### config.mk
export PLATFORM = sky130hd
export DESIGN_NAME = exu_flat
export DESIGN_NICKNAME = d
export VERILOG_FILES = /design/src/rtl/exu_if.sv /design/src/rtl/exu.sv /design/src/flat_wrapper.sv
export SDC_FILE = /design/constraint.sdc
export NUM_CORES = 2
export LEC_CHECK = 0
export CAP_MARGIN = 10
export CORE_MARGIN = 10
export CORE_UTILIZATION = 53
export DETAILED_ROUTE_END_ITERATION = 8
export PLACE_DENSITY_LB_ADDON = 0.3
export SLEW_MARGIN = 15
export SYNTH_ARGS = -nofsm -noshare
export SYNTH_HDL_FRONTEND = slang
export SYNTH_SLANG_ARGS = --single-unit
### constraint.sdc
create_clock -name clk -period 5.1 [get_ports clk]
set_input_delay 0.51 -clock clk [delete_from_list [all_inputs] [get_ports clk]]
set_output_delay 0.51 -clock clk [all_outputs]
set_load 0.05 [all_outputs]
### src/rtl/exu_if.sv
// Bundle of the exu's IDU handshake, data-memory and writeback/retire signals.
// slave is the exu's view; master is the surrounding pipeline/memory view.
interface exu_if;
  logic        valid_i;
  logic        ready_o;
  logic [4:0]  rd_i;
  logic [4:0]  rs1_i;
  logic [4:0]  rs2_i;
  logic [31:0] imm_i;
  logic        alu_src_i;
  logic        mem_read_i;
  logic        mem_write_i;
  logic        reg_write_i;
  logic [3:0]  alu_op_i;
  logic [1:0]  mem_size_i;

  logic        dmem_req_o;
  logic        dmem_we_o;
  logic [31:0] dmem_addr_o;
  logic [31:0] dmem_wdata_o;
  logic [3:0]  dmem_be_o;
  logic        dmem_ack_i;
  logic [31:0] dmem_rdata_i;

  logic        retire_o;
  logic        wb_we_o;
  logic [4:0]  wb_rd_o;
  logic [31:0] wb_data_o;
  logic        err_o;

  modport slave (
    input  valid_i, rd_i, rs1_i, rs2_i, imm_i, alu_src_i, mem_read_i,
           mem_write_i, reg_write_i, alu_op_i, mem_size_i,
           dmem_ack_i, dmem_rdata_i,
    output ready_o, dmem_req_o, dmem_we_o, dmem_addr_o, dmem_wdata_o, dmem_be_o,
           retire_o, wb_we_o, wb_rd_o, wb_data_o, err_o
  );

  modport master (
    output valid_i, rd_i, rs1_i, rs2_i, imm_i, alu_src_i, mem_read_i,
           mem_write_i, reg_write_i, alu_op_i, mem_size_i,
           dmem_ack_i, dmem_rdata_i,
    input  ready_o, dmem_req_o, dmem_we_o, dmem_addr_o, dmem_wdata_o, dmem_be_o,
           retire_o, wb_we_o, wb_rd_o, wb_data_o, err_o
  );
endinterface

### src/rtl/exu.sv
// Execute/writeback stage: owns the 32x32 register file, runs the ALU,
// issues data-memory accesses and reports each retirement.
//
// state | meaning
// IDLE  | ready for an instruction; operands read from the regfile on accept
// EXEC  | ALU result computed; memory ops checked for alignment / size
// MEM   | data-memory request held until ack or timeout
// WB    | retire pulse; regfile written at the end of this cycle
module exu #(
  parameter int XLEN        = 32,
  parameter int MEM_TIMEOUT = 0
) (
  input  logic clk,
  input  logic rst_n,
  exu_if.slave bus
);

  typedef enum logic [1:0] {S_IDLE, S_EXEC, S_MEM, S_WB} state_t;

  state_t            state;
  logic [XLEN-1:0]   regs [32];
  logic [4:0]        rd_q;
  logic [3:0]        op_q;
  logic              src_q, mr_q, mw_q, rw_q;
  logic [1:0]        sz_q;
  logic [XLEN-1:0]   imm_q, a_q, b_q;
  logic [15:0]       tmr;

  logic [XLEN-1:0]   opb, alu, ld_lane, ld_data, wdata_n;
  logic [4:0]        shamt;
  logic [3:0]        be_n;
  logic              misalign;

  always_comb begin
    opb   = src_q ? imm_q : b_q;
    shamt = opb[4:0];
    alu   = '0;
    unique case (op_q)
      4'd0:    alu = a_q + opb;
      4'd1:    alu = a_q - opb;
      4'd2:    alu = a_q << shamt;
      4'd3:    alu = {{(XLEN-1){1'b0}}, ($signed(a_q) < $signed(opb))};
      4'd4:    alu = {{(XLEN-1){1'b0}}, (a_q < opb)};
      4'd5:    alu = a_q ^ opb;
      4'd6:    alu = a_q >> shamt;
      4'd7:    alu = XLEN'($signed(a_q) >>> shamt);
      4'd8:    alu = a_q | opb;
      4'd9:    alu = a_q & opb;
      4'd10:   alu = opb;
      default: alu = '0;
    endcase
  end

  // Reserved size is folded into misalign so both abort the same way.
  always_comb begin
    misalign = 1'b0;
    be_n     = 4'hF;
    wdata_n  = b_q;
    unique case (sz_q)
      2'd0: begin
        be_n    = 4'b0001 << alu[1:0];
        wdata_n = {4{b_q[7:0]}};
      end
      2'd1: begin
        misalign = alu[0];
        be_n     = 4'b0011 << alu[1:0];
        wdata_n  = {2{b_q[15:0]}};
      end
      2'd2:    misalign = |alu[1:0];
      default: misalign = 1'b1;
    endcase
  end

  always_comb begin
    ld_lane = bus.dmem_rdata_i >> {bus.dmem_addr_o[1:0], 3'b000};
    unique case (sz_q)
      2'd0:    ld_data = {{(XLEN-8){ld_lane[7]}}, ld_lane[7:0]};
      2'd1:    ld_data = {{(XLEN-16){ld_lane[15]}}, ld_lane[15:0]};
      default: ld_data = bus.dmem_rdata_i;
    endcase
  end

  always_ff @(posedge clk or negedge rst_n) begin
    if (!rst_n) begin
      state <= S_IDLE;
      for (int i = 0; i < 32; i++) regs[i] <= '0;
      rd_q  <= '0;
      op_q  <= '0;
      src_q <= 1'b0;
      mr_q  <= 1'b0;
      mw_q  <= 1'b0;
      rw_q  <= 1'b0;
      sz_q  <= '0;
      imm_q <= '0;
      a_q   <= '0;
      b_q   <= '0;
      tmr   <= '0;
      bus.ready_o      <= 1'b1;
      bus.dmem_req_o   <= 1'b0;
      bus.dmem_we_o    <= 1'b0;
      bus.dmem_addr_o  <= '0;
      bus.dmem_wdata_o <= '0;
      bus.dmem_be_o    <= '0;
      bus.retire_o     <= 1'b0;
      bus.wb_we_o      <= 1'b0;
      bus.wb_rd_o      <= '0;
      bus.wb_data_o    <= '0;
      bus.err_o        <= 1'b0;
    end else begin
      bus.retire_o  <= 1'b0;
      bus.wb_we_o   <= 1'b0;
      bus.wb_rd_o   <= '0;
      bus.wb_data_o <= '0;
      bus.err_o     <= 1'b0;
      unique case (state)
        S_IDLE: begin
          if (bus.valid_i) begin
            rd_q  <= bus.rd_i;
            op_q  <= bus.alu_op_i;
            src_q <= bus.alu_src_i;
            mr_q  <= bus.mem_read_i;
            mw_q  <= bus.mem_write_i;
            rw_q  <= bus.reg_write_i;
            sz_q  <= bus.mem_size_i;
            imm_q <= bus.imm_i;
            a_q   <= (bus.rs1_i == 5'd0) ? '0 : regs[bus.rs1_i];
            b_q   <= (bus.rs2_i == 5'd0) ? '0 : regs[bus.rs2_i];
            bus.ready_o <= 1'b0;
            state <= S_EXEC;
          end
        end
        S_EXEC: begin
          if ((mr_q || mw_q) && !misalign) begin
            bus.dmem_req_o   <= 1'b1;
            bus.dmem_we_o    <= mw_q;
            bus.dmem_addr_o  <= alu;
            bus.dmem_wdata_o <= wdata_n;
            bus.dmem_be_o    <= be_n;
            tmr   <= 16'(MEM_TIMEOUT - 1);
            state <= S_MEM;
          end else begin
            bus.retire_o  <= 1'b1;
            bus.wb_rd_o   <= rd_q;
            bus.wb_data_o <= alu;
            bus.err_o     <= mr_q || mw_q;
            bus.wb_we_o   <= rw_q && !mw_q && !mr_q && (rd_q != 5'd0);
            state <= S_WB;
          end
        end
        S_MEM: begin
          // An ack in the last allowed cycle wins over the timeout.
          if (bus.dmem_ack_i || (MEM_TIMEOUT > 0 && tmr == '0)) begin
            bus.dmem_req_o   <= 1'b0;
            bus.dmem_we_o    <= 1'b0;
            bus.dmem_be_o    <= '0;
            bus.dmem_wdata_o <= '0;
            bus.dmem_addr_o  <= '0;
            bus.retire_o     <= 1'b1;
            bus.wb_rd_o      <= rd_q;
            bus.wb_data_o    <= (mr_q && bus.dmem_ack_i) ? ld_data : bus.dmem_addr_o;
            bus.err_o        <= !bus.dmem_ack_i;
            bus.wb_we_o      <= bus.dmem_ack_i && rw_q && !mw_q && (rd_q != 5'd0);
            state <= S_WB;
          end else begin
            tmr <= tmr - 16'd1;
          end
        end
        S_WB: begin
          if (bus.wb_we_o) regs[bus.wb_rd_o] <= bus.wb_data_o;
          bus.ready_o <= 1'b1;
          state <= S_IDLE;
        end
        default: state <= S_IDLE;
      endcase
    end
  end

endmodule

### src/flat_wrapper.sv
// flat-port wrapper written by rule: the top's interface ports become plain ports
module exu_flat 
#(
  parameter int XLEN        = 32,
  parameter int MEM_TIMEOUT = 0
)
  (clk, rst_n, bus_valid_i, bus_rd_i, bus_rs1_i, bus_rs2_i, bus_imm_i, bus_alu_src_i, bus_mem_read_i, bus_mem_write_i, bus_reg_write_i, bus_alu_op_i, bus_mem_size_i, bus_dmem_ack_i, bus_dmem_rdata_i, bus_ready_o, bus_dmem_req_o, bus_dmem_we_o, bus_dmem_addr_o, bus_dmem_wdata_o, bus_dmem_be_o, bus_retire_o, bus_wb_we_o, bus_wb_rd_o, bus_wb_data_o, bus_err_o);
  exu_if bus_i ();
  input  logic clk;
  input  logic rst_n;
  input wire logic [$bits(bus_i.valid_i)-1:0] bus_valid_i;
  input wire logic [$bits(bus_i.rd_i)-1:0] bus_rd_i;
  input wire logic [$bits(bus_i.rs1_i)-1:0] bus_rs1_i;
  input wire logic [$bits(bus_i.rs2_i)-1:0] bus_rs2_i;
  input wire logic [$bits(bus_i.imm_i)-1:0] bus_imm_i;
  input wire logic [$bits(bus_i.alu_src_i)-1:0] bus_alu_src_i;
  input wire logic [$bits(bus_i.mem_read_i)-1:0] bus_mem_read_i;
  input wire logic [$bits(bus_i.mem_write_i)-1:0] bus_mem_write_i;
  input wire logic [$bits(bus_i.reg_write_i)-1:0] bus_reg_write_i;
  input wire logic [$bits(bus_i.alu_op_i)-1:0] bus_alu_op_i;
  input wire logic [$bits(bus_i.mem_size_i)-1:0] bus_mem_size_i;
  input wire logic [$bits(bus_i.dmem_ack_i)-1:0] bus_dmem_ack_i;
  input wire logic [$bits(bus_i.dmem_rdata_i)-1:0] bus_dmem_rdata_i;
  output wire logic [$bits(bus_i.ready_o)-1:0] bus_ready_o;
  output wire logic [$bits(bus_i.dmem_req_o)-1:0] bus_dmem_req_o;
  output wire logic [$bits(bus_i.dmem_we_o)-1:0] bus_dmem_we_o;
  output wire logic [$bits(bus_i.dmem_addr_o)-1:0] bus_dmem_addr_o;
  output wire logic [$bits(bus_i.dmem_wdata_o)-1:0] bus_dmem_wdata_o;
  output wire logic [$bits(bus_i.dmem_be_o)-1:0] bus_dmem_be_o;
  output wire logic [$bits(bus_i.retire_o)-1:0] bus_retire_o;
  output wire logic [$bits(bus_i.wb_we_o)-1:0] bus_wb_we_o;
  output wire logic [$bits(bus_i.wb_rd_o)-1:0] bus_wb_rd_o;
  output wire logic [$bits(bus_i.wb_data_o)-1:0] bus_wb_data_o;
  output wire logic [$bits(bus_i.err_o)-1:0] bus_err_o;
  assign bus_i.valid_i = bus_valid_i;
  assign bus_i.rd_i = bus_rd_i;
  assign bus_i.rs1_i = bus_rs1_i;
  assign bus_i.rs2_i = bus_rs2_i;
  assign bus_i.imm_i = bus_imm_i;
  assign bus_i.alu_src_i = bus_alu_src_i;
  assign bus_i.mem_read_i = bus_mem_read_i;
  assign bus_i.mem_write_i = bus_mem_write_i;
  assign bus_i.reg_write_i = bus_reg_write_i;
  assign bus_i.alu_op_i = bus_alu_op_i;
  assign bus_i.mem_size_i = bus_mem_size_i;
  assign bus_i.dmem_ack_i = bus_dmem_ack_i;
  assign bus_i.dmem_rdata_i = bus_dmem_rdata_i;
  assign bus_ready_o = bus_i.ready_o;
  assign bus_dmem_req_o = bus_i.dmem_req_o;
  assign bus_dmem_we_o = bus_i.dmem_we_o;
  assign bus_dmem_addr_o = bus_i.dmem_addr_o;
  assign bus_dmem_wdata_o = bus_i.dmem_wdata_o;
  assign bus_dmem_be_o = bus_i.dmem_be_o;
  assign bus_retire_o = bus_i.retire_o;
  assign bus_wb_we_o = bus_i.wb_we_o;
  assign bus_wb_rd_o = bus_i.wb_rd_o;
  assign bus_wb_data_o = bus_i.wb_data_o;
  assign bus_err_o = bus_i.err_o;
  exu #(.XLEN(XLEN), .MEM_TIMEOUT(MEM_TIMEOUT)) u_core (.clk(clk), .rst_n(rst_n), .bus(bus_i));
endmodule
; Yosys cells after proc, flatten, opt, wreduce, memory -nomap -nowiden
; Index checks and enable logic that the tools add are counted.
[op_classes]
n_addsub = 2
n_eq_ne = 18
magnitude_cmp = 6
mux = 52
reduce_logical = 28
bitwise = 6
shift = 6
[ops]
columns = cell, n
row1 = $bwmux 1024, 1
row2 = $mux 32, 14
row3 = $pmux 32 s11, 1
row4 = $bmux 32 s5, 2
row5 = $pmux 32 s2, 5
row6 = $demux 32 s5, 1
row7 = $lt 32x32->1, 2
row8 = $add 32x32->32, 1
row9 = $and 32x32->32, 1
row10 = $or 32x32->32, 1
row11 = $shl 32x5->32, 1
row12 = $shr 32x5->16, 1
row13 = $shr 32x5->32, 1
row14 = $sshr 32x5->32, 1
row15 = $sub 32x32->32, 1
row16 = $xor 32x32->32, 1
row17 = $ge 6x6->1 const B, 3
row18 = $not 5->6, 3
row19 = $eq 4x3->1 const B, 4
row20 = $pmux 4 s2, 2
row21 = $eq 4x4->1 const B, 3
row22 = $pmux 1 s2, 6
row23 = $mux 1, 11
row24 = $logic_not 5->1, 2
row25 = 25 further kinds, 49
[word_totals]
input_bits = 93
output_inout_bits = 111
regBits = 1248
word_cells = 172

; Logic depth before layout (Yosys ltp)
[depth]
word_depth = 9
depth_mapped = 22
depth_no_buf = 15

; Worst setup path before layout
; Ideal clock, no wire load.
[synth_path]
path_type = reg-to-reg
start = reg u_core.src_q
end = reg u_core.bus.dmem_addr_o[11]
arrival_ns = 5.156
period_less_slack_ns = 5.249
setup_ns = 0.092
n_path_buf = 7
required_time_ns = 5.008
path_slack_ns = -0.149
path_stages_with_launch = 23
path_cell_list = dfrtp_1 -> buf_6 -> mux2i_1 -> inv_2 -> buf_2 -> buf_1 -> buf_2 -> buf_1 -> ha_1 -> inv_1 -> fa_1 -> nor2b_1 -> o311ai_0 -> a211o_1 -> a211oi_1 -> o31ai_1 -> o41ai_2 -> a311oi_2 -> a211o_1 -> buf_4 -> clkbuf_1 -> nand2_1 -> o31ai_2
[synth_between]
elab_chain_len = 9
elab_cells_between_ends = 20
cone_classes = add/sub (2) / order compare (2) / eq/ne (1) / shift (3) / mux (5) / bitwise (3) / reduce/logical (4)
[synth_lines]
columns = item, line_no
row1 = "start, declared", exu.sv:24  ; logic src_q, mr_q, mw_q, rw_q;
row2 = "start signal, assigned", exu.sv:120  ; src_q <= bus.alu_src_i;
row3 = $mux 32 (*), exu.sv:35  ; opb = src_q ? imm_q : b_q;
row4 = "$sub 32x32->32, or another cell as far along", exu.sv:40  ; 4'd1: alu = a_q - opb;
row5 = $pmux 32 s11 (*), exu.sv:38  ; unique case (op_q)
row6 = $reduce_or 2->1, exu.sv:69  ; 2'd2: misalign = |alu[1:0];
row7 = $pmux 1 s3, exu.sv:59  ; unique case (sz_q)
row8 = $logic_not 1->1, exu.sv:133  ; if ((mr_q || mw_q) && !misalign) begin
row9 = $logic_and 1x1->1, exu.sv:133
row10 = $ne 2x1->1 (no source line), n/a
row11 = $reduce_and 3->1 (no source line), n/a
row12 = "end signal, assigned", exu.sv:136  ; bus.dmem_addr_o <= alu;
row13 = "end, declared", exu_if.sv:35  ; output ready_o, dmem_req_o, dmem_we_o, dmem_addr_o, dmem_wdata_o, dmem_be_o,
; Every way passes the cells marked *; elsewhere a longest branch is shown, timed or not. The select of a mux whose other input is x is not followed.
; A chain may end at the register's enable or synchronous reset.

; Worst setup path in the final report
[layout_path]
start = reg u_core.src_q
end = reg u_core.bus.dmem_addr_o[8]
; The elaborated chain is that of the path after synthesis.

==> flow_summary.ini <==
[hold_path]
min-delay-start = bus_mem_size_i[1]
min_path_type = in -> reg

[detailed_routing]
wl_um = 300200
vias = 60740
first_iter_violations = 7345
final_antenna_net_count = 0
drt-wirelength-per-cell_um = 35.08
drc = 0
viasPerCell = 7.099
dr.pass1.iters = 8

[synth]
synth_simple_gate_area_share_pct = 4.999
synth-main-ff-cell = dfrtp_1
synth_edf_count = 0
synth_top_family_by_area = multiplexers
netlist_area_um2 = 74310
synth_warnings = 0
synth.avg_cell_area_um2 = 11.42
synth-seq-cells = 1248
seq_area_frac_synth_pct = 42.03
synthDistinctLibCells = 80
yosysTopAreaCell = dfrtp_1
synth_top_cell_area_share_pct = 41.99
synthAdderAreaFrac_pct = 1.754
yosys-top-cells-count = dfrtp_1, mux2_2, mux2i_1
netlist_top_cells_area = dfrtp_1, mux2_2, mux4_2, mux2i_1, a21oi_1
synth_compound_area_share_pct = 12.87
syn_nets = 6703
synthCells = 6507
async_flop_share_pct = 100.0
yosysMostFrequentCell = dfrtp_1
synth_xor_area_share_pct = 0.07072
synthMuxAreaShare_pct = 34.47

[timing]
tightest_slew_ps = 1324
hold_viol = 0
post-route-min-period_ps = 4713
fin_ws_ps = 386.9
timing.hold.ws_ps = 288.5
setup_viol = 0
period_share_pct = 92.41
fmax_ghz = 0.2122
final_max_slew_viol_count = 0
grt_setup_unrepaired = false
tns_ps = 0
relSlewSlack_pct = 11.74
fin_skew_ps = 40.32

[critical_path]
arrival_ps = 5410
end_kind = register
cp_cell_sequence = buf_12, mux2_2, inv_1, ha_1, nor3b_1, o31ai_1, o311a_1, a211oi_1, o31ai_1, o41ai_2, a311oi_2, buf_4, a211o_4, buf_4, nand2_1, o31ai_2
setup.worst_path.class = reg -> reg
reg2reg_from = u_core.src_q
worst_setup_path_start_kind = register
cp_top_family = compound AO/OA/AOI/OAI gates
path_buf_inv = 4
cp_data_required_time_ps = 5800
critPathLaunch = u_core.src_q
crit_fanout = 26
cp_slowest_cell = o31ai_1
slowest_delay_ps = 530

[place]
dp_hpwl_um = 201500
pre_cts_ws_ps = 524.0
portBuffers = 203
gp_routability_congestion = 1.071
place_inst = 8309

[cts]
cts.htree.levels = 4
root_buffer = clkbuf_16
post_cts_resized = 0
cts_buffer_depth = 3
cts_sinks = 1248
clkTransAtPathRegs_ps = 60
numCtsBuffers = 140
clock_latency_ps = 830
cts_tree = built

[power]
p_int_mw = 23.67
p_comb_share_pct = 49.1
power_density_nw_per_um2 = 524.5
power.switching_mw = 20.56
power_mw = 44.23
seq_power_share_pct = 27.6
peakVddDrop_mv = 0.5139
switching_share_pct = 46.48
clkPwrFrac_pct = 23.3
power.leakage_nw = 38.45

[grt]
first_global_vias = 59640
grtUsageTotal_pct = 37.21
gr-total-overflow = 0
grt_max_degree = 147
antenna_found_initial = 13
grt_pass1_wl_um = 429200

[job]
drv_cap = 0

[run_status]
outcome = finished, final reports clean

[floorplanning]
chipWidth_um = 394.5
io_pins = 204
die_area_um2 = 155600
die_height_um = 394.5
num_rows = 137
core_area_um2 = 139400
start_util_pct = 53.32

[layout]
drive_gt1_share_pct = 32.16
area_growth_pct = 13.48
final_cells = 8557
nets = 6772
-- through the flow --
| step | utilization [%] | instance area (um^2) |
|---|---|---|
| 6_report | 60.51 | 84330 |
| 5_1_grt | 60.51 | 84330 |
| 4_1_cts | 60.51 | 84320 |
| 3_5_place_dp | 57.18 | 79690 |
| 3_3_place_gp | 57.18 | 79690 |
| 2_1_floorplan | - | 74310 |
-- cell families (layout without fill, tap and decap cells) --
family | Yosys count | count (layout)
and+or+nand+nor | 846 | 846
DFF | 1248 | 1248
xor gates and xnor gates | 6 | 6
AOI/OAI and AO/OA | 1515 | 1515
buffers and inverters | 734 | 906
muxes | 2055 | 2055
other | 0 | 2
adders and majority gates | 103 | 103
-- power by group through the flow --
stage / clock (mW) / sequential, mW / combinational, mW
4_1_cts: 10.4 / 12.1 / 21.1
5_1_grt: 10.8 / 12.2 / 22.6
3_3_place_gp: 0 / 12.3 / 21.1
3_5_place_dp: 0 / 12.3 / 21.0
6_report: 10.3 / 12.2 / 21.7
2_1_floorplan: 0 / 12.4 / 11.6
-- state kept, by name, summed over array words and instances (netlist names), 5 cells and up --
signal and flops:
u_core.bus.dmem_wdata_o 32, u_core.bus.dmem_addr_o 32, u_core.b_q 32, u_core.bus.wb_rd_o 5, u_core.imm_q 32, u_core.a_q 32
u_core.rd_q 5, u_core.bus.wb_data_o 32, u_core.regs 1024
-- routing by layer --
layer | GRT usage (%) | vias up | wire length (um)
met5 | 0 | - | 80
met3 | 9.263 | 871 | 30780
li1 | - | 24700 | -
met4 | 18.92 | 12 | 18010
met2 | 55.79 | 3855 | 132000
met1 | 50.06 | 31300 | 119200
-- timing repair --
action,in CTS,in global routing
endpoints found under the hold margin,98,0
buffers inserted,0,0
hold buffers,1,0
-- worst min-delay path: cells and delay by family --
family                 cells  cell delay, ps
buffers and inverters      1             410
AO/OA/AOI/OAI              1              70
AND/OR/NAND/NOR            1              50
-- cell type report --
class,instances,area (um^2)
fillers,11110,55030
multi-input cells,4525,40550
flip-flops and latches,1248,31240
repair buffers,539,5110
clock buffers,203,4073
well taps,1876,2347
clock inverters,42,551.8
inverters,122,457.9
diodes,2,5.005
-- path summary, 6_finish.rpt --
| check | end | slack (ps) | cells after the start |
|---|---|---|---|
| max | u_core.bus.dmem_addr_o[8] | 390 | 16 |
| min | u_core.sz_q[1] | 290 | 3 |
| max reg2reg | u_core.bus.dmem_addr_o[8] | 390 | 16 |
| min reg2reg | u_core.bus.dmem_wdata_o[8] | 490 | 2 |
| max in group asynchronous | u_core.regs[755] | 3320 | 3 |
| min in group asynchronous | u_core.sz_q[1] | 320 | 2 |
-- placed cells by master (no fill, tap or decap), types with 18 or more instances in the layout --
| cell type | synthesis | routed |
|---|---|---|
| clkbuf_16 | 0 | 142 |
| o221ai_1 | 145 | 145 |
| a21o_1 | 24 | 24 |
| mux4_2 | 279 | 279 |
| a211oi_1 | 34 | 34 |
| o31ai_1 | 50 | 50 |
| buf_4 | 4 | 296 |
| o21ai_0 | 324 | 324 |
| mux2_2 | 1222 | 1222 |
| nand3_1 | 33 | 33 |
| dfrtp_1 | 1247 | 1241 |
| o22ai_1 | 210 | 210 |
| o211ai_1 | 38 | 38 |
| inv_1 | 118 | 118 |
| a31oi_1 | 25 | 25 |
| clkinv_2 | 0 | 18 |
| a21oi_1 | 477 | 477 |
| buf_12 | 0 | 44 |
| nor3_1 | 109 | 108 |
| nand2_1 | 304 | 292 |
| nor2_1 | 268 | 252 |
| clkdlybuf4s50_1 | 0 | 192 |
| mux2i_1 | 552 | 549 |
| ha_1 | 101 | 100 |
| clkbuf_1 | 425 | 32 |
| clkbuf_8 | 0 | 29 |
| nor2b_1 | 25 | 21 |
| nand2b_1 | 34 | 32 |
| a221oi_1 | 21 | 21 |
Power figures use the tool's default switching activity.
